--- src/rtl/draw_keeper.sv ---
// draw_keeper: overlays a KEEPER_W x KEEPER_H sprite fetched from an external
// ROM onto a VGA pixel stream with a fixed 3-cycle latency.
// Optional feature macro: KEEPER_TRANSPARENCY_EN (KEY_COLOR pixels show the
// background instead of the sprite).
module draw_keeper #(
  parameter int          KEEPER_W   = 64,
  parameter int          KEEPER_H   = 96,
  parameter int          ADDR_WIDTH = 20,
  parameter logic [11:0] KEY_COLOR  = 12'hF0F
) (
  input  logic                  clk,
  input  logic                  rst,
  input  logic [10:0]           hcount_in,
  input  logic [10:0]           vcount_in,
  input  logic                  hsync_in,
  input  logic                  vsync_in,
  input  logic                  hblnk_in,
  input  logic                  vblnk_in,
  input  logic [11:0]           rgb_in,
  input  logic [11:0]           xpos,
  input  logic [11:0]           ypos,
  output logic [ADDR_WIDTH-1:0] rom_addr,
  input  logic [11:0]           rom_data,
  output logic [10:0]           hcount_out,
  output logic [10:0]           vcount_out,
  output logic                  hsync_out,
  output logic                  vsync_out,
  output logic                  hblnk_out,
  output logic                  vblnk_out,
  output logic [11:0]           rgb_out
);

  // One pixel's worth of pass-through data travelling down the pipeline.
  typedef struct packed {
    logic [10:0] hcount;
    logic [10:0] vcount;
    logic        hsync;
    logic        vsync;
    logic        hblnk;
    logic        vblnk;
    logic [11:0] rgb;
    logic        in_sprite;
  } pix_t;

  logic [11:0]           x_lat, y_lat;
  logic                  vsync_prev;
  pix_t                  stage1, stage2;
  logic                  in_sprite_next;
  logic [ADDR_WIDTH-1:0] rom_addr_next;
  logic [12:0]           h_ext, v_ext, x_ext, y_ext, dh, dv;
  logic [11:0]           rgb_next;

  // Latch the sprite position once per frame, on the rising edge of vsync,
  // so a position update never tears the frame being drawn.
  always_ff @(posedge clk) begin
    if (rst) begin
      x_lat      <= '0;
      y_lat      <= '0;
      vsync_prev <= 1'b0;
    end else begin
      vsync_prev <= vsync_in;
      if (vsync_in && !vsync_prev) begin
        x_lat <= xpos;
        y_lat <= ypos;
      end
    end
  end

  // Rectangle test and ROM address; 13-bit compares keep x_lat+KEEPER_W from
  // wrapping, so a sprite hanging off the right edge never reappears at column 0.
  always_comb begin
    h_ext          = {2'b00, hcount_in};
    v_ext          = {2'b00, vcount_in};
    x_ext          = {1'b0, x_lat};
    y_ext          = {1'b0, y_lat};
    dh             = h_ext - x_ext;
    dv             = v_ext - y_ext;
    in_sprite_next = (h_ext >= x_ext) && (h_ext < x_ext + 13'(KEEPER_W)) &&
                     (v_ext >= y_ext) && (v_ext < y_ext + 13'(KEEPER_H));
    rom_addr_next  = '0;
    if (in_sprite_next)
      rom_addr_next = ADDR_WIDTH'(dv) * ADDR_WIDTH'(KEEPER_W) + ADDR_WIDTH'(dh);
  end

  // Stage 1 issues the ROM address; stage 2 waits out the ROM read.
  always_ff @(posedge clk) begin
    if (rst) begin
      rom_addr <= '0;
      stage1   <= '0;
      stage2   <= '0;
    end else begin
      rom_addr <= rom_addr_next;
      stage1   <= '{hcount: hcount_in, vcount: vcount_in, hsync: hsync_in,
                    vsync: vsync_in, hblnk: hblnk_in, vblnk: vblnk_in,
                    rgb: rgb_in, in_sprite: in_sprite_next};
      stage2   <= stage1;
    end
  end

  // Pixel composition: blanking wins, then sprite, then background.
  always_comb begin
    rgb_next = stage2.rgb;
    if (stage2.hblnk || stage2.vblnk) begin
      rgb_next = 12'h000;
    end else if (stage2.in_sprite) begin
`ifdef KEEPER_TRANSPARENCY_EN
      rgb_next = (rom_data == KEY_COLOR) ? stage2.rgb : rom_data;
`else
      rgb_next = rom_data;
`endif
    end
  end

  // Stage 3 registers every output so they stay mutually aligned.
  always_ff @(posedge clk) begin
    if (rst) begin
      hcount_out <= '0;
      vcount_out <= '0;
      hsync_out  <= 1'b0;
      vsync_out  <= 1'b0;
      hblnk_out  <= 1'b0;
      vblnk_out  <= 1'b0;
      rgb_out    <= '0;
    end else begin
      hcount_out <= stage2.hcount;
      vcount_out <= stage2.vcount;
      hsync_out  <= stage2.hsync;
      vsync_out  <= stage2.vsync;
      hblnk_out  <= stage2.hblnk;
      vblnk_out  <= stage2.vblnk;
      rgb_out    <= rgb_next;
    end
  end

endmodule

--- config.mk ---
export PLATFORM = sky130hd
export DESIGN_NAME = draw_keeper
export DESIGN_NICKNAME = d
export VERILOG_FILES = /design/src/rtl/draw_keeper.sv
export SDC_FILE = /design/constraint.sdc
export NUM_CORES = 1
export LEC_CHECK = 0
export ABC_AREA = 1
export CORE_UTILIZATION = 40
export DETAILED_ROUTE_END_ITERATION = 10
export PLACE_DENSITY = 0.64
export SLEW_MARGIN = 20
export SYNTH_ARGS = -nofsm -noshare
export SYNTH_HDL_FRONTEND = slang
export SYNTH_SLANG_ARGS = --single-unit
export TNS_END_PERCENT = 30
--- constraint.sdc ---
create_clock -name clk -period 6.7 [get_ports clk]
set_input_delay 1.005 -clock clk [delete_from_list [all_inputs] [get_ports clk]]
set_output_delay 1.005 -clock clk [all_outputs]
set_load 0.05 [all_outputs]
==> impl_metrics.tcl, run 1 <==
set metrics [dict create \
    design_area_sq_mm 0.008816 \
    cts_buffers 17 \
    chipHeight_um 131.8 \
    drive_above_1_share_pct 7.448 \
    path_clk_slew_ns 0.06 \
    synth_cells 864 \
    fp.dieW_um 131.8 \
    avgSynthCellArea_sq_um 7.798 \
    synth_top_family_by_area "simple AND/OR/NAND/NOR gates" \
    crit_path_top_delay_cell "clkdlybuf4s50_1" \
    synth-simple-area-share_pct 21.39 \
    tightest_slew_ns 1.023 \
    area_delta_synth_final_pct 30.85 \
    htreeDepth 4 \
    gp_congestion 0.8852 \
    io_buffers 133 \
    grt_setup_unrepaired "false" \
    diodes 0 \
    dieArea_sq_mm 0.01737 \
    cts_sinks 160 \
    fin_crit_sh_pct 58.87 \
    maxSlewViolCount 0 \
    final_hold_viol_count 0 \
    p_leak_nw 3.967 \
    path_max_fanout 5 \
    synth_top_area_share_pct 47.54 \
    min_from "stage1[12]$_SDFF_PP0_" \
    p_total_mw 2.442 \
    synthMuxAreaShare_pct 0 \
    rows 47 \
    cp_cell_sequence "clkdlybuf4s50_1, inv_1, ha_1, fa_1, inv_1, nand3_1, nand2_1, a21oi_1, o21ai_0, xor2_1, ha_1, inv_1, nor3_1, nand2_1, o211ai_1, nand3_1, nor2_4, nand2_2, nand3_1, nor2_1" \
    via_per_inst 4.335 \
    syn_nets 985 \
    ys.flop_type "dfxtp_1" \
    synth-edff-count 0 \
    yosys_register_bits 160 \
    ir_drop_mv 0.2093 \
    clk_latency_ns 0.42 \
    placedInstanceArea_sq_mm 0.008255 \
    io-pin-count 134 \
    dr.pass1.iters 4 \
    hold-path-endpoint "stage2[12]$_SDFF_PP0_" \
    grt_pass1_vias 4967 \
    wl_um 14130 \
    critPathKind "in2reg" \
    synth_common_cells "165 x inv_1, 160 x dfxtp_1, 133 x nor2_1" \
    async_flop_share_pct 0 \
    critPathCaptureType "flip-flop" \
    synth_area_sq_mm 0.006738 \
    avgRoutedWirePerCell_um 11.51 \
    place_ws_ns 2.356 \
    startpoint_type "primary input" \
    post_cts_buffers 0 \
    crit_path_start "hcount_in[0]" \
    clockBufferDepth 2 \
    synth_compound_area_share_pct 8.189 \
    fin_cells 1227 \
    r2r_slack_ns 3.49 \
    power_density_mw_per_mm2 276.9 \
    r2r-start "x_lat[6]$_SDFFE_PP0P_" \
    finalNetCount 1116 \
    yosysTopAreaCell "dfxtp_1" \
    antenna_found_initial 0 \
    setup_viol 0 \
    cts_tree "done" \
    status "finished clean" \
    hold_path_class "reg2reg" \
    yosys.cell_count.top_type "inv_1" \
    post-route-util_pct 53.35 \
    drv_cap 0 \
    overflow 0 \
    ctsResizeCount 0 \
    period_needed_ns 3.944 \
    setup_ws_ns 2.756 \
    grt_max_degree 104 \
    r2r_cells 17 \
    post_synth_num_cell_types 35 \
    critical_path_required_ns 7.01 \
    finalSetupTns_ns 0 \
    track_usage_pct 17.44 \
    grt_pass1_wl_um 23760 \
    yosysSeqAreaShare_pct 47.54 \
    core_sq_mm 0.01652 \
    fmax_mhz 253.5 \
    slew_headroom_pct 31.80 \
    r2r_end "rom_addr[17]$_SDFF_PP0_" \
    yosys.area_share.xor_xnor_pct 2.990 \
    drc 0 \
    fillCellCount 1561 \
    fin_hold_ws_ns 0.3963 \
    initial_core_util_pct 40.77 \
    final_antenna_net_count 0 \
    hpwl_um 10440 \
    vias 5319 \
    skew_ns 0.006091 \
    slowest_delay_ns 0.45 \
    initialDrtViolationCount 264 \
    place_inst 1196 \
    root_buffer "clkbuf_16" \
    hold_buffers 0 \
    ys_warn_count 0 \
    worstPathArrival_ns 4.25 \
    whs_path_depth 2 \
    synth_top_cells_by_area "dfxtp_1 48%, inv_1 9.2%, ha_1 7.8%" \
    synth_fa_ha_area_share_pct 8.691 \
]
==> routing by layer <==
metal	vias up	routed length, um	global-route usage [%]
met5	-	0	0
met4	0	265	6.783
met3	19	648	4.575
met2	132	6311	28.16
met1	2280	6900	22.23
li1	2888	-	-
==> worst max-delay path, delay by kind of cell <==
family / cells / cell delay, ns
adders and majority gates: 3 / 1.02
and+or+nand+nor: 9 / 0.99
buffers and inverters: 4 / 0.65
AOI/OAI and AO/OA: 3 / 0.48
xor gates and xnor gates: 1 / 0.10
==> placed cells by master (no fill, tap or decap), types with 7 or more instances in the layout <==
master,instances
xnor2_1,7
inv_1,165
nor2_1,133
o21ai_0,30
nand2_2,7
nand2_1,126
a21oi_1,60
clkbuf_16,17
clkdlybuf4s50_1,132
dfxtp_1,160
xor2_1,16
nand3_1,28
ha_1,42
nor2_2,17
inv_2,7
==> final cells by class <==
class	count	area [sq um]	area share [%]
timing repair buffer	135	1344	15.24
clock inverter	13	131.4	1.490
inverter	174	653.1	7.408
sequential	160	3203	36.33
tap	220	275.3	3.122
clock buffer	18	429.2	4.868
multi-input combinational	507	2780	31.54
==> power breakdown <==
part           switching [mW]  internal, mW
clock                   0.396         0.517
combinational           0.316         0.202
sequential             0.0159         0.995
==> flip-flops by register name (all words and copies together) (netlist names) <==
name / count
vcount_out: 11
hcount_out: 11
x_lat: 12
hblnk_out: 1
vblnk_out: 1
rgb_out: 12
stage1: 39
stage2: 39
y_lat: 12
hsync_out: 1
vsync_out: 1
rom_addr: 20
==> how the worst max path moves through the flow <==
stage,endpoint,slack (ns),depth (start not counted)
global route,rom_addr[15]$_SDFF_PP0_,2.48,19
detailed placement,rom_addr[17]$_SDFF_PP0_,2.36,20
finish,rom_addr[17]$_SDFF_PP0_,2.76,20
CTS,rom_addr[17]$_SDFF_PP0_,2.79,20
global placement,rom_addr[17]$_SDFF_PP0_,2.44,20
floorplan,rom_addr[17]$_SDFF_PP0_,3.10,19
==> kinds of logic (layout without fill, tap and decap cells) <==
logic type,count (synthesis),in the layout
compound gates,104,104
simple gates,335,335
flops,160,160
xor+xnor,23,23
buf+inv,197,340
fa+ha+maj,45,45
No activity file was read; power rests on OpenSTA's default activity.
==> run 2: changes to the inputs <==
PLACE_DENSITY = 0.66   (was 0.64)
clock period = 3.6 ns   (was 6.7 ns; I/O delays follow)
==> run 2 against run 1 <==
  * Critical path type unchanged
  * Wire length increased by 0.18%
  * Global-route usage fell by 0.24 points
  * Sequential share of layout area shrank 1.2 points
  * Highest routed layer unchanged
  * Register-to-register slack worse by 3.0 ns
  * First-iteration DRC count decreased by 4.9%
  * Utilization grew 1.8 points
  * Final area rose by 3.3%
  * Setup slack lost 2.5 ns
  * Die area is the same
  * Critical path depth stayed put
==> impl_metrics.tcl, run 2 (same netlist as run 1, synthesis figures left out) <==
set metrics [dict create \
    fmax_mhz 302.3 \
    cpMostUsedCell "inv_1" \
    avgRoutedWirePerCell_um 11.27 \
    io-pin-count 134 \
    period_needed_ns 3.309 \
    tightest_slew_ns 1.009 \
    worstPathArrival_ns 3.62 \
    post_cts_buffers 0 \
    hold_path_class "reg2reg" \
    slew_headroom_pct 32.72 \
    cp_cell_sequence "clkdlybuf4s50_1, inv_1, ha_1, fa_1, inv_1, nand3_1, nand2_1, a21oi_1, o21ai_1, xor2_1, ha_1, inv_1, nor3_1, nand2_1, o211ai_1, nand3_2, nor2_4, nand2_2, nand3_1, nor2_1" \
    final_hold_viol_count 0 \
    grt_pass1_vias 4856 \
    status "finished clean" \
    path_max_fanout 5 \
    htreeDepth 4 \
    rows 47 \
    fillCellCount 1537 \
    crit_path_top_delay_cell "clkdlybuf4s50_1" \
    finalNetCount 1143 \
    path_clk_slew_ns 0.06 \
    grt_max_degree 104 \
    io_buffers 133 \
    track_usage_pct 17.20 \
    critPathCaptureType "flip-flop" \
    fp.dieW_um 131.8 \
    dieArea_sq_mm 0.01737 \
    clockBufferDepth 2 \
    gp_congestion 0.8691 \
    vias 5385 \
    reg_top3 "stage1 x39, stage2 x39, rom_addr x20" \
    area_delta_synth_final_pct 35.19 \
    r2r_slack_ns 0.49 \
    initial_core_util_pct 40.77 \
    critPathTopFamily "simple AND/OR/NAND/NOR gates" \
    wl_um 14150 \
    cts_sinks 160 \
    root_buffer "clkbuf_16" \
    overflow 0 \
    critPathKind "in2reg" \
    r2r-start "x_lat[6]$_SDFFE_PP0P_" \
    hold-path-endpoint "hcount_out[8]$_SDFF_PP0_" \
    clk_latency_ns 0.42 \
    cp_num_buf_inv 4 \
    drc 0 \
    post-route-util_pct 55.12 \
    via_per_inst 4.291 \
    initialDrtViolationCount 251 \
    startpoint_type "primary input" \
    drive_above_1_share_pct 9.952 \
    whs_path_depth 2 \
    fin_crit_sh_pct 91.90 \
    chipHeight_um 131.8 \
    power_density_mw_per_mm2 533.0 \
    p_leak_nw 4.147 \
    core_sq_mm 0.01652 \
    cts_buffers 17 \
    final_cell_mix "165 x inv_1, 160 x dfxtp_1, 133 x nor2_1" \
    antenna_found_initial 0 \
    grt_pass1_wl_um 23240 \
    hpwl_um 10540 \
    drv_cap 0 \
    diodes 0 \
    ir_drop_mv 0.3673 \
    cts_tree "done" \
    slowest_delay_ns 0.46 \
    final_antenna_net_count 0 \
    critical_path_required_ns 3.91 \
    final_common_cell "inv_1" \
    maxSlewViolCount 0 \
    grt_setup_unrepaired "false" \
    fin_hold_ws_ns 0.3972 \
    r2r_cells 18 \
    min_from "stage2[36]$_SDFF_PP0_" \
    skew_ns 0.008908 \
    setup_viol 0 \
    r2r_end "rom_addr[17]$_SDFF_PP0_" \
    dr.pass1.iters 4 \
]
-- run 2: worst max-delay path by stage --
stage          depth (start not counted)  slack (ns)         start                      end
3_3_place_gp                          20       -0.08  hcount_in[0]  rom_addr[17]$_SDFF_PP0_
6_report                              20        0.29  hcount_in[0]  rom_addr[17]$_SDFF_PP0_
5_1_grt                               19        0.05  hcount_in[0]  rom_addr[16]$_SDFF_PP0_
3_5_place_dp                          20       -0.19  hcount_in[0]  rom_addr[17]$_SDFF_PP0_
4_1_cts                               20        0.22  hcount_in[0]  rom_addr[17]$_SDFF_PP0_
2_1_floorplan                         19        0.47  hcount_in[0]  rom_addr[17]$_SDFF_PP0_
-- run 2: final cells by class --
| type | instances | area (sq um) | share of cell area (%) |
|---|---|---|---|
| Tap cell | 220 | 275.3 | 3.022 |
| Sequential cell | 160 | 3203 | 35.16 |
| Clock buffer | 21 | 450.4 | 4.945 |
| Inverter | 174 | 653.1 | 7.170 |
| Clock inverter | 11 | 178.9 | 1.964 |
| Multi-Input combinational cell | 507 | 2789 | 30.62 |
| Timing Repair Buffer | 162 | 1559 | 17.12 |
-- run 2: tightest hold or removal path: stages (launching register included) --
cell and delay (ns):
dfxtp_1 0.29, inv_1 0.04, nor2_1 0.03
-- run 2: power breakdown --
part	leakage [nW]	switching, mW	internal, mW	total (mW)
clock network	0.304	0.718	1.19	1.91
logic	2.53	0.608	0.458	1.07
registers	1.31	0.0289	1.85	1.88
-- run 2: metrics by stage --
step / power (mW) / instances / instance area, sq um / TNS (ns) / setup slack (ns)
floorplan: 2.607 / 864 / 6738 / 0 / 0.4660
global placement: 2.963 / 1223 / 8471 / -0.2103 / -0.08275
detailed placement: 2.973 / 1223 / 8471 / -0.6108 / -0.1874
CTS: 4.897 / 1255 / 9100 / 0 / 0.2247
global route: 5.135 / 1255 / 9109 / 0 / 0.04566
finish: 4.855 / 1255 / 9109 / 0 / 0.2915
-- run 2: per-layer routing --
| layer | up-vias | GRT usage, % | part of all wire [%] |
|---|---|---|---|
| met5 | - | 0 | 0 |
| met4 | 0 | 6.525 | 1.6 |
| met3 | 19 | 4.229 | 4.7 |
| met2 | 128 | 27.28 | 45 |
| met1 | 2285 | 22.58 | 49 |
| li1 | 2953 | - | - |
-- run 2: timing repair --
action | 4_1_cts | 5_1_grt
endpoints found under the hold margin | 0 | 0
endpoints found under the setup margin | 0 | 4
gates resized for setup | 0 | 3
hold buffers | 0 | 0
==> run 3: changes to the inputs <==
REMOVE_ABC_BUFFERS = 1   (was unset)
==> run 3 against run 2 <==
  * Sequential power about the same
  * Cell count rose by 0.16%
  * Clock power down 6%
  * Via count is 1.3% higher
  * Utilization fell by 0.21 points
  * Clock-buffer cell count down 2
  * Power is 2.6% lower
  * Critical endpoint is now rom_addr[16]$_SDFF_PP0_
  * Largest cell class unchanged
==> impl_metrics.tcl, run 3 (same netlist as run 1, synthesis figures left out) <==
set metrics [dict create \
    core_sq_mm 0.01652 \
    diodes 0 \
    path_max_fanout 3 \
    io-pin-count 134 \
    ctsResizeCount 0 \
    crit_path_start "hcount_in[0]" \
    design_area_sq_mm 0.009074 \
    skew_ns 0.008796 \
    initial_core_util_pct 40.77 \
    htreeDepth 4 \
    dr.pass1.iters 5 \
    finalNetCount 1145 \
    fp.dieW_um 131.8 \
    hold_path_class "reg2reg" \
    grt_pass1_vias 4990 \
    io_buffers 133 \
    gp_congestion 0.8679 \
    dieArea_sq_mm 0.01737 \
    grt_pass1_wl_um 23450 \
    cts_sinks 160 \
    initialDrtViolationCount 199 \
    cp_cell_sequence "clkdlybuf4s50_1, inv_1, ha_1, fa_1, inv_1, nand3_1, nand2_1, buf_4, nand3_1, nand2_1, xor2_1, ha_1, fa_1, nand4_1, nand3_1, a21oi_2, nor2_1, nand3_1, xor2_1, nor2_2" \
    fmax_mhz 300.4 \
    wl_um 13930 \
    drv_cap 0 \
    final_cell_mix "165 x inv_1, 160 x dfxtp_1, 133 x nor2_1" \
    path_clk_slew_ns 0.06 \
    ir_drop_mv 0.3703 \
    crit_path_top_delay_cell "clkdlybuf4s50_1" \
    min_from "stage2[33]$_SDFF_PP0_" \
    drive_above_1_share_pct 10.32 \
    slew_headroom_pct 56.91 \
    drc 0 \
    chipHeight_um 131.8 \
    final_antenna_net_count 0 \
    critPathKind "in2reg" \
    finalSetupTns_ns 0 \
    reg_top3 "stage1 x39, stage2 x39, rom_addr x20" \
    critPathCaptureType "flip-flop" \
    slowest_delay_ns 0.45 \
    startpoint_type "primary input" \
    antenna_found_initial 0 \
    rows 47 \
    clockBufferDepth 2 \
    grt_max_degree 68 \
    place_ws_ns -0.1710 \
    p_leak_nw 4.131 \
    hold_buffers 0 \
    final_common_cell "inv_1" \
    fin_crit_sh_pct 92.45 \
    vias 5455 \
    cts_tree "done" \
    post-route-util_pct 54.91 \
    track_usage_pct 16.99 \
    cts_buffers 17 \
    period_needed_ns 3.328 \
    setup_ws_ns 0.2716 \
    grt_setup_unrepaired "false" \
    area_delta_synth_final_pct 34.67 \
    final_hold_viol_count 0 \
    worstPathArrival_ns 3.62 \
    cpMostUsedCell "nand3_1" \
    post_cts_buffers 0 \
    clk_latency_ns 0.42 \
    setup_viol 0 \
    overflow 0 \
    avgRoutedWirePerCell_um 11.08 \
    hpwl_um 10520 \
    maxSlewViolCount 0 \
    tightest_slew_ns 0.6464 \
    status "finished clean" \
    root_buffer "clkbuf_16" \
    critical_path_required_ns 3.89 \
    via_per_inst 4.340 \
    power_density_mw_per_mm2 521.0 \
    r2r-start "x_lat[6]$_SDFFE_PP0P_" \
    placedInstanceArea_sq_mm 0.008473 \
]
## run 3: metal layers
layer | wire [um] | up-vias | track usage, %
met3 | 481 | 17 | 4.498
met4 | 298 | 0 | 6.589
met1 | 6701 | 2387 | 21.49
li1 | - | 2951 | -
met5 | 0 | - | 0
met2 | 6450 | 100 | 27.63
## run 3: report_power, final
part | switching, mW | internal [mW] | leakage (nW) | total, mW
Clock | 0.738 | 1.05 | 0.287 | 1.79
Combinational | 0.600 | 0.456 | 2.53 | 1.06
Sequential | 0.0288 | 1.85 | 1.31 | 1.88
Total | 1.37 | 3.36 | 4.13 | 4.73
## run 3: area by class of cell
type | count | area, sq um
clock buffer | 19 | 442.9
clock inverter | 13 | 148.9
fill | 1554 | 7451
inverter | 174 | 653.1
multi-input combinational | 507 | 2789
sequential | 160 | 3203
tap | 220 | 275.3
timing repair buffer | 164 | 1562
## run 3: worst paths after layout
path	depth (start not counted)	slack, ns	endpoint
setup / recovery	20	0.27	rom_addr[16]$_SDFF_PP0_
hold / removal	2	0.39	hcount_out[5]$_SDFF_PP0_
setup reg to reg	18	0.56	rom_addr[17]$_SDFF_PP0_
hold reg to reg	2	0.39	hcount_out[5]$_SDFF_PP0_
## run 3: per-stage QoR
stage	cells	power (mW)	hold slack, ns
after global placement	1225	2.961	0.3885
after floorplan	841	2.587	0.3883
after global routing	1257	4.996	0.3998
final	1257	4.727	0.3946
after CTS	1257	4.768	0.3958
after detailed placement	1225	2.966	0.3916
## run 3: worst max-delay path, delay by kind of cell
family	cells	cell delay [ns]
xor gates and xnor gates	2	0.25
buffers and inverters	4	0.69
adders and majority gates	4	1.22
and+or+nand+nor	9	0.76
AOI/OAI and AO/OA	1	0.16
